## config.mk

```make
export PLATFORM = sky130hd
export DESIGN_NAME = uart_tx_serializer
export DESIGN_NICKNAME = d
export VERILOG_FILES = /design/src/rtl/uart_tx_serializer.sv
export SDC_FILE = /design/constraint.sdc
export NUM_CORES = 1
export LEC_CHECK = 0
export BUFFER_PORTS_ARGS = -buffer_cell sky130_fd_sc_hd__buf_2
export CAP_MARGIN = 25
export CORE_MARGIN = 2
export CORE_UTILIZATION = 57
export CTS_CLUSTER_DIAMETER = 150
export DETAILED_ROUTE_END_ITERATION = 8
export PLACE_DENSITY_LB_ADDON = 0.2
export SLEW_MARGIN = 40
export SYNTH_ARGS = -nofsm -noshare
export SYNTH_HDL_FRONTEND = slang
export SYNTH_SLANG_ARGS = --single-unit
```

## constraint.sdc

```tcl
create_clock -name clk -period 2.7 [get_ports clk]
set_clock_uncertainty 0.2 [all_clocks]
set_input_delay 0.135 -clock clk [delete_from_list [all_inputs] [get_ports clk]]
set_output_delay 0.135 -clock clk [all_outputs]
set_load 0.005 [all_outputs]
```

## src/rtl/uart_tx_serializer.sv

```systemverilog
// UART transmitter: takes bytes over an AXI-Stream handshake and serialises them LSB first (8N1/8N2).
// Optional parity bit after the data bits when UART_TX_PARITY_EN is defined (PARITY_ODD selects odd/even).
module uart_tx_serializer #(
    parameter int CLKS_PER_BIT = 868,
    parameter int STOP_BITS    = 1,
    parameter int PARITY_ODD   = 0
) (
    input  logic       clk,
    input  logic       rst,
    input  logic [7:0] s_axis_tdata,
    input  logic       s_axis_tvalid,
    output logic       s_axis_tready,
    output logic       uart_txd,
    output logic       busy
);

    // state  | meaning
    // IDLE   | line high, s_axis_tready=1, waiting for a byte
    // START  | start bit (txd=0)
    // DATA   | eight data bits, LSB first
    // PARITY | parity bit (only with UART_TX_PARITY_EN)
    // STOP   | STOP_BITS stop bits (txd=1)
    localparam logic [2:0] IDLE   = 3'd0;
    localparam logic [2:0] START  = 3'd1;
    localparam logic [2:0] DATA   = 3'd2;
`ifdef UART_TX_PARITY_EN
    localparam logic [2:0] PARITY = 3'd3;
`endif
    localparam logic [2:0] STOP   = 3'd4;

    localparam int            CW        = $clog2(CLKS_PER_BIT);
    localparam logic [CW-1:0] CNT_LAST  = CW'(CLKS_PER_BIT - 1);
    localparam logic          STOP_LAST = (STOP_BITS == 2);

    if (CLKS_PER_BIT < 2 || STOP_BITS < 1 || STOP_BITS > 2 || PARITY_ODD < 0 || PARITY_ODD > 1)
    begin : g_param_check
        $error("uart_tx_serializer: illegal parameter value");
    end

    logic [2:0]    state;
    logic [CW-1:0] baud_cnt;
    logic [2:0]    bit_idx;
    logic [7:0]    shreg;
    logic          stop_idx;
    logic          bit_done;
`ifdef UART_TX_PARITY_EN
    logic          parity_bit;
`endif

    assign bit_done = (baud_cnt == CNT_LAST);

    // Baud counter runs only inside a frame and restarts at every bit boundary.
    always_ff @(posedge clk or negedge rst) begin
        if (!rst) begin
            baud_cnt <= '0;
        end else if (state == IDLE || bit_done) begin
            baud_cnt <= '0;
        end else begin
            baud_cnt <= baud_cnt + CW'(1);
        end
    end

    always_ff @(posedge clk or negedge rst) begin
        if (!rst) begin
            state         <= IDLE;
            bit_idx       <= '0;
            shreg         <= '0;
            stop_idx      <= 1'b0;
            uart_txd      <= 1'b1;
            s_axis_tready <= 1'b0;
            busy          <= 1'b0;
`ifdef UART_TX_PARITY_EN
            parity_bit    <= 1'b0;
`endif
        end else begin
            case (state)
                IDLE: begin
                    if (s_axis_tready && s_axis_tvalid) begin
                        state         <= START;
                        shreg         <= s_axis_tdata;
                        uart_txd      <= 1'b0;
                        busy          <= 1'b1;
                        s_axis_tready <= 1'b0;
`ifdef UART_TX_PARITY_EN
                        parity_bit    <= (^s_axis_tdata) ^ 1'(PARITY_ODD);
`endif
                    end else begin
                        uart_txd      <= 1'b1;
                        s_axis_tready <= 1'b1;
                    end
                end
                START: begin
                    if (bit_done) begin
                        state    <= DATA;
                        bit_idx  <= '0;
                        uart_txd <= shreg[0];
                        shreg    <= {1'b0, shreg[7:1]};
                    end
                end
                DATA: begin
                    if (bit_done) begin
                        if (bit_idx == 3'd7) begin
`ifdef UART_TX_PARITY_EN
                            state    <= PARITY;
                            uart_txd <= parity_bit;
`else
                            state    <= STOP;
                            uart_txd <= 1'b1;
                            stop_idx <= 1'b0;
`endif
                        end else begin
                            bit_idx  <= bit_idx + 3'd1;
                            uart_txd <= shreg[0];
                            shreg    <= {1'b0, shreg[7:1]};
                        end
                    end
                end
`ifdef UART_TX_PARITY_EN
                PARITY: begin
                    if (bit_done) begin
                        state    <= STOP;
                        uart_txd <= 1'b1;
                        stop_idx <= 1'b0;
                    end
                end
`endif
                STOP: begin
                    if (bit_done) begin
                        if (stop_idx == STOP_LAST) begin
                            state         <= IDLE;
                            busy          <= 1'b0;
                            s_axis_tready <= 1'b1;
                        end else begin
                            stop_idx <= 1'b1;
                        end
                    end
                end
                default: begin
                    state         <= IDLE;
                    uart_txd      <= 1'b1;
                    busy          <= 1'b0;
                    s_axis_tready <= 1'b0;
                end
            endcase
        end
    end

endmodule
```

# == Word-level counts from Yosys, hierarchy flattened ==
# Index checks and enable logic that the tools add are counted.
# classes
shifts,0
div,0
reduce_logical,14
mux,34
magnitude_cmp,0
mul,0
bitwise_logic,2
n_eq_ne,12
addsub,2
# op_table
op,n
two-way mux 8 bit,4
two-way mux 3 bit,9
case mux 8 bit (3 select lines),1
two-way mux 1 bit,13
"inequality test 2 bit, second input constant",6
case mux 3 bit (4 select lines),1
AND reduction 4 bit,3
"adder 10 x 1 -> 10 bit, second input constant",1
"== test 10 bit, second input constant",1
two-way mux 10 bit,1
"== test 3 bit, second input constant",2
case mux 1 bit (3 select lines),2
case mux 3 bit (2 select lines),1
AND reduction 3 bit,2
AND reduction 6 bit,1
AND reduction 5 bit,1
case mux 1 bit (4 select lines),1
nonzero test 2 bit,2
"adder 3 x 1 -> 3 bit, second input constant",1
"== test 3 x 1 -> 1 bit, second input constant",1
"== test 3 x 2 -> 1 bit, second input constant",1
logical NOT 3 bit,1
nonzero test 3 bit,1
"inequality test 2 x 1 -> 1 bit, second input constant",1
5 further kinds,6
# totals
latchBits,0
reg_bits,28
mem_bits_rw,0
n_memories,0
rom_bits,0
output_inout_bits,3
inputBits,11

# == Longest topological paths before layout ==
# Gate-level depths: netlist of the first run.
# logic_depth
depth_word,4
mapped_depth,6
depth_no_buf,5

# == Worst setup path after synthesis of the first run ==
# OpenSTA, ideal clock, no wires.
# synth_path
kind,register to register
from,reg baud_cnt[0]
to,reg shreg[0]
required_time_ns,2.377
period_less_slack_ns,2.128
arrival_ns,1.805
n_path_buf,1
path_slack_ns,0.572
setup_time_ns,0.123
path_stages_with_launch,7
cell_sequence,dfrtp_1 -> ha_1 -> and4b_1 -> nand4_1 -> or3b_1 -> buf_2 -> o221a_1
# synth_via
elab_chain_len,3
word_cells_on_any_way,4
classes_between,eq/ne: 3; reduce/logical: 1
# synth_lines
item,line,text
"start, declared",41,logic [CW-1:0] baud_cnt;
"start signal, assigned",59,baud_cnt <= baud_cnt + CW'(1);
== test 10 bit (*),50,assign bit_done = (baud_cnt == CNT_LAST);
inequality test 2 bit (no line),-,
AND reduction 5 bit (no line) (*),-,
"end signal, assigned",80,shreg <= s_axis_tdata;
"end signal, assigned",97,"shreg <= {1'b0, shreg[7:1]};"
"end signal, assigned",114,"shreg <= {1'b0, shreg[7:1]};"
"end, declared",43,logic [7:0] shreg;
# Mark *: on every way between the ends. The rest lies on a longest branch, timed or not.
# A chain may end at the register's enable or synchronous reset.

# == Worst setup path after layout of the first run ==
# layout_path
from,reg state[1]
to,reg shreg[5]
# layout_via
elab_chain_len,3
word_cells_on_any_way,10
classes_between,eq/ne: 6; mux: 1; reduce/logical: 3
# layout_lines
item,line,text
"start, declared",40,logic [2:0] state;
"start signal, assigned",65,state <= IDLE;
"start signal, assigned",79,state <= START;
"start signal, assigned",94,state <= DATA;
== test 3 x 2 -> 1 bit (tied with other cells),76,case (state)
inequality test 2 bit (no line) (tied with other cells),-,
AND reduction 5 bit (no line),-,
# Several ways; a longest one is shown, not always the timed one.

==> impl_metrics.tcl, run 1 <==
set metrics [dict create \
    status "finished, final reports clean" \
    synth_nets 145 \
    p_int_uw 731 \
    area_growth_pct 16.0 \
    fmax_mhz 429 \
    synth_mux_area_frac 0.0158 \
    fin_area_um2 1560 \
    pwr-share-clk 0.159 \
    core.rowCount 17 \
    clkTransAtPathRegs_ns 0.15 \
    synth_top_family_by_area "simple AND/OR/NAND/NOR gates" \
    design_power_total_uw 1110 \
    setup_tns_ns 0 \
    die_x_um 52.6 \
    layout_common_cells "dfrtp_1, nor2_1, buf_2, dlygate4sd3_1, or3_1" \
    path_class "flip-flop to flip-flop" \
    finalSetupViolations 0 \
    dp_hpwl_um 1950 \
    min_period_ns 2.33 \
    avgSynthCellArea_um2 10.3 \
    ys_types 37 \
    routed_wl_um 2700 \
    grt_max_degree 28 \
    synth_edf_count 0 \
    antenna_cells 0 \
    async_flop_share 1.00 \
    initial_core_util 0.604 \
    rr_worst_depth 4 \
    mappedNetlistArea_um2 1350 \
    drc_errors 0 \
    rr_endpoint "shreg[5]$_DFFE_PN0P_" \
    grt_usage 0.230 \
    crit_path_start_kind "flip-flop" \
    cts_tree "built" \
    slew-limit-headroom 0.613 \
    hold_viol_final 0 \
    reg2reg_slack_ns 0.37 \
    endpoint_kind "flip-flop" \
    htree_levels 1 \
    rsz0062_at_grt "no" \
    tightest_slew_ns 0.580 \
    port_buffers 13 \
    hp-class "primary input to async pin" \
    avgRoutedWirePerCell_um 14.8 \
    drt_first_pass_iters 4 \
    cts_inserted_buffers 3 \
    routabilityCongestion 0.889 \
    antenna_found_initial 0 \
    clkSinkCount 27 \
    via_per_inst 5.68 \
    drt_iter0_drc 16 \
    p_leak_uw 0.000655 \
    clockBufferDepth 2 \
    synth-seq-cells 27 \
    ys.flop_type "dfrtp_1" \
    clk-insertion-delay-late_ns 0.33 \
    grt_overflow 0 \
    synth_warnings 0 \
    dieArea_um2 2770 \
    seqPwrFrac 0.555 \
    peakVddDrop_uv 439 \
    grt_pass1_wl_um 4560 \
    maxCapViolCount 0 \
    synth-xor-area-share 0.0584 \
    ant_nets 0 \
    r2r-start "state[1]$_DFFE_PN0P_" \
    drive_gt1_frac 0.130 \
    cp.arrival_ns 2.36 \
    clock-root-buffer "clkbuf_4" \
    period_share 0.864 \
    synthSimpleGateAreaFrac 0.218 \
    grt_pass1_vias 1004 \
    switchingPower_uw 379 \
    syn_inst 131 \
    nets 169 \
    die_h_um 52.6 \
    num_io_pins 14 \
    core_area_um2 2230 \
    final_common_cell "dfrtp_1" \
    vias 1034 \
    cp.required_ns 2.73 \
    placed_area_um2 1440 \
    swShare 0.341 \
    postCtsSetupBuffers 0 \
    synth_compound_area_frac 0.147 \
    synthAdderAreaFrac 0.0278 \
    cp_max_fo 14 \
    powerDensity_nw_per_um2 710 \
    power_frac_comb 0.286 \
    slew_violations 0 \
    ys_seq_area_frac 0.502 \
]
-- cell families (layout without fill, tap and decap cells) --
logic type,count (synthesis),count (layout)
AOI/OAI and AO/OA,25,25
xor gates and xnor gates,9,9
buffers and inverters,11,34
muxes,2,2
DFF,27,27
and+or+nand+nor,54,54
adders and majority gates,3,3
-- stage by stage --
stage	std cells	hold WS, ns	setup WS [ns]	utilization
floorplan	131	-0.361	0.572	-
global placement	168	-0.0359	0.475	0.643
detailed placement	168	-0.0311	0.396	0.643
CTS	182	0.131	0.405	0.700
global route	182	0.181	0.241	0.700
finish	182	0.113	0.367	0.700
-- sequential cells by signal (all words and copies together), names as in the netlist --
register and cells:
uart_txd 1, state 3, s_axis_tready 1, shreg 8
busy 1, baud_cnt 10, bit_idx 3
-- worst max-delay path, cell delays in order (launching register included) --
cell	delay [ns]
dfrtp_1	0.60
or3b_1	0.44
o32a_1	0.24
or3b_1	0.48
o221a_1	0.28
-- synth_stat cells (2+ instances only) --
| cell | number | area (µm²) |
|---|---|---|
| a21oi_1 | 6 | 30.0 |
| clkbuf_1 | 4 | 15.0 |
| xnor2_1 | 6 | 52.6 |
| or3b_1 | 2 | 17.5 |
| dfrtp_1 | 26 | 651 |
| nor2_1 | 16 | 60.1 |
| nand2_1 | 5 | 18.8 |
| or3_1 | 8 | 50.1 |
| nor3b_1 | 2 | 15.0 |
| nand3b_1 | 2 | 15.0 |
| a22o_1 | 2 | 17.5 |
| o221a_1 | 7 | 78.8 |
| nand3_1 | 4 | 20.0 |
| o21ai_0 | 3 | 15.0 |
| ha_1 | 3 | 37.5 |
| xor2_1 | 3 | 26.3 |
| nor3_1 | 4 | 20.0 |
| nand2b_1 | 2 | 12.5 |
| nand4_1 | 2 | 12.5 |
| nor4_1 | 2 | 12.5 |
| inv_1 | 6 | 22.5 |
-- power by group through the flow --
stage	logic (µW)	registers, µW	clock network, µW
floorplan	234	591	0
global placement	298	616	0
detailed placement	309	622	0
CTS	320	615	181
global route	367	634	194
finish	318	616	176
-- how the worst max path moves through the flow --
stage,start,endpoint,slack [ns],cells after the start
6_report,state[1]$_DFFE_PN0P_,shreg[5]$_DFFE_PN0P_,0.37,4
4_1_cts,state[1]$_DFFE_PN0P_,shreg[5]$_DFFE_PN0P_,0.40,4
5_1_grt,state[1]$_DFFE_PN0P_,shreg[7]$_DFFE_PN0P_,0.24,4
2_1_floorplan,baud_cnt[0]$_DFF_PN0_,shreg[0]$_DFFE_PN0P_,0.57,6
3_5_place_dp,state[1]$_DFFE_PN0P_,shreg[4]$_DFFE_PN0P_,0.40,4
3_3_place_gp,state[0]$_DFFE_PN0P_,shreg[5]$_DFFE_PN0P_,0.47,4
-- layer usage --
metal | global-route usage | vias to the layer above | wire length (µm)
li1 | - | 524 | -
met1 | 0.292 | 484 | 1230
met2 | 0.385 | 20 | 1330
met3 | 0.0257 | 6 | 67
met4 | 0.115 | 0 | 68
met5 | 0 | - | 0
-- cell type report --
| cell class | count | area (µm²) |
|---|---|---|
| sequential | 27 | 677 |
| fill | 182 | 669 |
| multi-input combinational | 93 | 629 |
| timing repair buffer | 24 | 173 |
| tap | 28 | 35.0 |
| clock buffer | 3 | 22.5 |
| inverter | 6 | 22.5 |
| clock inverter | 1 | 5.00 |
-- repair_timing --
| action | 4_1_cts | 5_1_grt |
|---|---|---|
| hold buffers | 10 | 0 |
| hold endpoints to repair | 36 | 0 |
| gates resized for setup | 0 | 0 |
Note: power is estimated with default switching activity, not from simulation.
==> run 2: changes to the inputs <==
--- a/config.mk
+++ b/config.mk
@@ -7,11 +7,12 @@
 export LEC_CHECK = 0
 export BUFFER_PORTS_ARGS = -buffer_cell sky130_fd_sc_hd__buf_2
 export CAP_MARGIN = 25
+export CORE_ASPECT_RATIO = 0.5
 export CORE_MARGIN = 2
-export CORE_UTILIZATION = 57
+export CORE_UTILIZATION = 50
 export CTS_CLUSTER_DIAMETER = 150
 export DETAILED_ROUTE_END_ITERATION = 8
-export PLACE_DENSITY_LB_ADDON = 0.2
+export PLACE_DENSITY = 0.68
 export SLEW_MARGIN = 40
 export SYNTH_ARGS = -nofsm -noshare
 export SYNTH_HDL_FRONTEND = slang
==> impl_metrics.tcl, run 2 (synthesis results as in run 1) <==
set metrics [dict create \
    routabilityCongestion 0.852 \
    area_growth_pct 15.3 \
    final_common_cell "dfrtp_1" \
    core.rowCount 13 \
    cts_inserted_buffers 3 \
    clockBufferDepth 2 \
    via_per_inst 5.45 \
    vias 1025 \
    placedCellCount 180 \
    regArea_um2 677 \
    post_cts_resized 0 \
    endpoint_kind "flip-flop" \
    reg_top3 "baud_cnt (10), shreg (8)" \
    routed_wl_um 2630 \
    slew_violations 0 \
    hold_viol_final 0 \
    die_h_um 40.7 \
    clkSinkCount 27 \
    grt_max_degree 28 \
    largest_reg_flops 10 \
    min_period_ns 2.18 \
    p_leak_uw 0.000650 \
    grt_usage 0.192 \
    slowest_delay_ns 0.42 \
    seqPwrFrac 0.521 \
    top_register "baud_cnt" \
    avgRoutedWirePerCell_um 14.0 \
    layout_common_cells "dfrtp_1, nor2_1, buf_2, or3_1, o221a_1" \
    clkTransAtPathRegs_ns 0.09 \
    finalSetupViolations 0 \
    nets 166 \
    cp.required_ns 2.71 \
    dp_hpwl_um 1870 \
    rsz0062_at_grt "no" \
    clock-root-buffer "clkbuf_8" \
    antenna_cells 0 \
    cts_tree "built" \
    clk-insertion-delay-late_ns 0.27 \
    antenna_found_initial 0 \
    grt_overflow 0 \
    fin_cells 188 \
    drt_iter0_drc 48 \
    core_area_um2 2590 \
    ant_nets 0 \
    grt_pass1_wl_um 4550 \
    swShare 0.325 \
    drt_first_pass_iters 4 \
    die_x_um 77.5 \
    cp.arrival_ns 2.19 \
    dieArea_um2 3150 \
    initial_core_util 0.522 \
    maxCapViolCount 0 \
    power_frac_comb 0.283 \
    setup_ws_ns 0.517 \
    multi_input_comb_area_um2 629 \
    slew-limit-headroom 0.588 \
    htree_levels 1 \
    cp_slowest_cell "nor4_1" \
    pwr-share-clk 0.196 \
    design_power_total_uw 1160 \
    powerDensity_nw_per_um2 744 \
    setup_tns_ns 0 \
    crit_chain "ha_1 > and4b_1 > nand4_1 > buf_4 > nor4_1 > mux2_2" \
    status "finished, final reports clean" \
    num_io_pins 14 \
    p_int_uw 782 \
    grt_pass1_vias 1005 \
    port_buffers 13 \
    peakVddDrop_uv 289 \
    path_class "flip-flop to flip-flop" \
    fmax_mhz 458 \
    num-fill-cells 221 \
    cp_max_fo 8 \
    hp-class "primary input to flip-flop" \
    crit_path_start_kind "flip-flop" \
    switchingPower_uw 376 \
    drive_gt1_frac 0.146 \
    drc_errors 0 \
    period_share 0.808 \
    tightest_slew_ns 0.618 \
    post-place-ws_ns 0.543 \
]
[run 2: what timing repair did]
action,in CTS,in global routing
hold buffers,4,0
buffers inserted,0,0
hold endpoints to repair,29,0
endpoints found under the setup margin,0,0
[run 2: area by class of cell]
| class | count | area share |
|---|---|---|
| clock buffer | 4 | 0.0290 |
| inverter | 6 | 0.0145 |
| multi-input combinational | 93 | 0.405 |
| sequential | 27 | 0.435 |
| tap | 37 | 0.0298 |
| timing repair buffer | 21 | 0.0869 |
[run 2: worst max-delay path, delay by kind of cell (launching register included)]
family / cells / cell delay (ns)
and+or+nand+nor: 3 / 0.82
adders and majority gates: 1 / 0.25
muxes: 1 / 0.25
buffers and inverters: 1 / 0.21
DFF: 1 / 0.40
[run 2: path summary, 6_finish.rpt]
check | start | endpoint | slack [ns] | depth (start not counted)
worst max-delay path | baud_cnt[0]$_DFF_PN0_ | bit_idx[0]$_DFFE_PN0P_ | 0.52 | 6
worst min-delay path | s_axis_tdata[1] | shreg[1]$_DFFE_PN0P_ | 0.003 | 3
worst max register to register | baud_cnt[0]$_DFF_PN0_ | bit_idx[0]$_DFFE_PN0P_ | 0.52 | 6
worst min register to register | uart_txd$_DFFE_PN1P_ | uart_txd$_DFFE_PN1P_ | 0.29 | 2
max in group asynchronous | rst | baud_cnt[4]$_DFF_PN0_ | 1.71 | 2
min in group asynchronous | rst | shreg[2]$_DFFE_PN0P_ | 0.19 | 2
[run 2: power groups by stage]
stage | sequential, µW | combinational (µW) | clock [µW]
2_1_floorplan | 591 | 234 | 0
3_3_place_gp | 605 | 326 | 0
3_5_place_dp | 608 | 326 | 0
4_1_cts | 602 | 332 | 234
5_1_grt | 615 | 378 | 251
6_report | 603 | 327 | 227
[run 2: stage by stage]
stage	hold slack, ns	utilization	area (µm²)
after floorplan	-0.361	-	1350
after global placement	-0.0280	0.568	1470
after detailed placement	-0.0226	0.568	1470
after CTS	0.00342	0.601	1560
after global routing	0.0184	0.601	1560
final	0.00283	0.601	1560
[run 2: metal layers]
layer | vias to the layer above | part of all wire | track usage
li1 | 518 | - | -
met1 | 480 | 0.50 | 0.245
met2 | 25 | 0.44 | 0.348
met3 | 2 | 0.059 | 0.0551
met4 | 0 | 0.0038 | 0.0313
met5 | - | 0 | 0
==> run 3: changes to the inputs <==
--- a/config.mk
+++ b/config.mk
@@ -12,7 +12,7 @@
 export CORE_UTILIZATION = 50
 export CTS_CLUSTER_DIAMETER = 150
 export DETAILED_ROUTE_END_ITERATION = 8
-export PLACE_DENSITY = 0.68
+export PLACE_DENSITY = 0.71
 export SLEW_MARGIN = 40
 export SYNTH_ARGS = -nofsm -noshare
 export SYNTH_HDL_FRONTEND = slang
==> constraint.sdc (replaced) <==
create_clock -name clk -period 1.9 [get_ports clk]
set_clock_uncertainty 0.2 [all_clocks]
set_input_delay 0.095 -clock clk [delete_from_list [all_inputs] [get_ports clk]]
set_output_delay 0.095 -clock clk [all_outputs]
set_load 0.005 [all_outputs]
==> impl_metrics.tcl, run 3 (synthesis results as in run 1) <==
set metrics [dict create \
    hold-worst-slack_ns 0.143 \
    antenna_cells 0 \
    violations "setup timing" \
    drt_iter0_drc 162 \
    cp.required_ns 1.88 \
    avgRoutedWirePerCell_um 14.3 \
    port_buffers 13 \
    grt_max_degree 28 \
    drt_first_pass_iters 4 \
    clock-root-buffer "clkbuf_8" \
    cp_slowest_cell "or3b_4" \
    setup_ws_ns -0.0859 \
    clk-insertion-delay-late_ns 0.28 \
    slew-limit-headroom 0.590 \
    period_share 1.05 \
    htree_levels 1 \
    cp.arrival_ns 1.96 \
    cts_tree "built" \
    crit_path_start_kind "flip-flop" \
    path_class "flip-flop to flip-flop" \
    routabilityCongestion 0.789 \
    placedCellCount 197 \
    grt_overflow 0 \
    rsz0062_at_grt "yes" \
    grt_usage 0.221 \
    ant_nets 0 \
    via_per_inst 5.35 \
    peakVddDrop_uv 460 \
    crit_chain "or3b_4 > o32a_1 > or3b_4 > o221a_1" \
    largest_reg_flops 10 \
    cts_inserted_buffers 3 \
    slew_violations 0 \
    endpoint_kind "flip-flop" \
    cp_max_fo 7 \
    fin_cells 218 \
    setup_tns_ns -0.521 \
    die_x_um 77.5 \
    maxCapViolCount 0 \
    dieArea_um2 3150 \
    dp_hpwl_um 2080 \
    vias 1167 \
    r2r-start "state[2]$_DFFE_PN0P_" \
    p_leak_uw 0.000790 \
    post-place-ws_ns -0.145 \
    core.rowCount 13 \
    area_growth_pct 36.2 \
    grt_pass1_wl_um 5050 \
    hold_viol_final 0 \
    rr_worst_depth 4 \
    tightest_slew_ns 0.615 \
    die_h_um 40.7 \
    top_register "baud_cnt" \
    num_io_pins 14 \
    grt_pass1_vias 1101 \
    slowest_delay_ns 0.45 \
    min_period_ns 1.99 \
    status "finished, violations left" \
    clockBufferDepth 2 \
    reg2reg_slack_ns -0.09 \
    core_area_um2 2590 \
    layout_common_cells "buf_4, dfrtp_1, nor2_1, buf_2, dlygate4sd3_1" \
    nets 196 \
    rr_endpoint "shreg[3]$_DFFE_PN0P_" \
    finalSetupViolations 9 \
    hp-class "primary input to async pin" \
    powerDensity_nw_per_um2 1010 \
    drive_gt1_frac 0.298 \
    antenna_found_initial 0 \
    reg_top3 "baud_cnt (10), shreg (8)" \
    drc_errors 0 \
    final_common_cell "buf_4" \
    final_core_util 0.710 \
    fmax_mhz 504 \
    routed_wl_um 3120 \
    clkSinkCount 27 \
    clkTransAtPathRegs_ns 0.10 \
    initial_core_util 0.522 \
    crit_top_cell "or3b_4" \
]
run 3: changes by cell type in the layout (fill, tap and decap cells not counted), moves of 2 or more:
cell and delta:
or3b_1 -2, buf_4 +23, or3b_4 +2, dlygate4sd3_1 +6, ha_2 +3, ha_1 -3
run 3: stage by stage:
stage	cell area, µm²	total power (µW)
5_1_grt	1840	1970
3_3_place_gp	1600	1440
2_1_floorplan	1360	1180
6_report	1840	1850
3_5_place_dp	1600	1460
4_1_cts	1780	1840
run 3: critical path: cells and delay by family (launching register included):
| family | cells | cell delay, ns |
|---|---|---|
| AO/OA/AOI/OAI | 2 | 0.43 |
| AND/OR/NAND/NOR | 2 | 0.85 |
| flip-flops | 1 | 0.40 |
run 3: how the worst max path moves through the flow:
stage                                      end              startpoint  cells after the start
after floorplan           shreg[0]$_DFFE_PN0P_   baud_cnt[0]$_DFF_PN0_                      6
after global placement    shreg[0]$_DFFE_PN0P_    state[0]$_DFFE_PN0P_                      4
after detailed placement  shreg[3]$_DFFE_PN0P_  bit_idx[0]$_DFFE_PN0P_                      5
after CTS                 shreg[3]$_DFFE_PN0P_   baud_cnt[1]$_DFF_PN0_                      5
after global routing      shreg[0]$_DFFE_PN0P_   baud_cnt[1]$_DFF_PN0_                      5
final                     shreg[3]$_DFFE_PN0P_    state[2]$_DFFE_PN0P_                      4
run 3: power breakdown:
| part | leakage (µW) | switching [µW] | total (µW) | internal (µW) |
|---|---|---|---|---|
| logic | 0.000442 | 315 | 685 | 370 |
| registers | 0.000326 | 91.0 | 820 | 729 |
| clock network | 0.0000217 | 192 | 341 | 149 |
run 3: layout make-up:
type / instances / area [µm²]
tap: 37 / 46.3
clock buffer: 3 / 41.3
inverter: 6 / 22.5
sequential: 27 / 677
multi-input combinational: 93 / 663
fill: 182 / 749
clock inverter: 1 / 7.51
timing repair buffer: 51 / 379
run 3: repair_timing:
item                                    4_1_cts  5_1_grt
pin swaps                                     8        6
gates resized for setup                       3        6
setup buffers                                 3        4
gates cloned                                  0        0
hold buffers                                 10        0
endpoints found under the setup margin        9       18
endpoints found under the hold margin        36        0
run 3: routing by layer:
layer / GRT usage / vias to the layer above / share of wire
met4: 0.0804 / 0 / 0.011
met5: 0 / - / 0
met2: 0.409 / 21 / 0.48
met1: 0.261 / 566 / 0.46
met3: 0.0661 / 5 / 0.042
li1: - / 575 / -
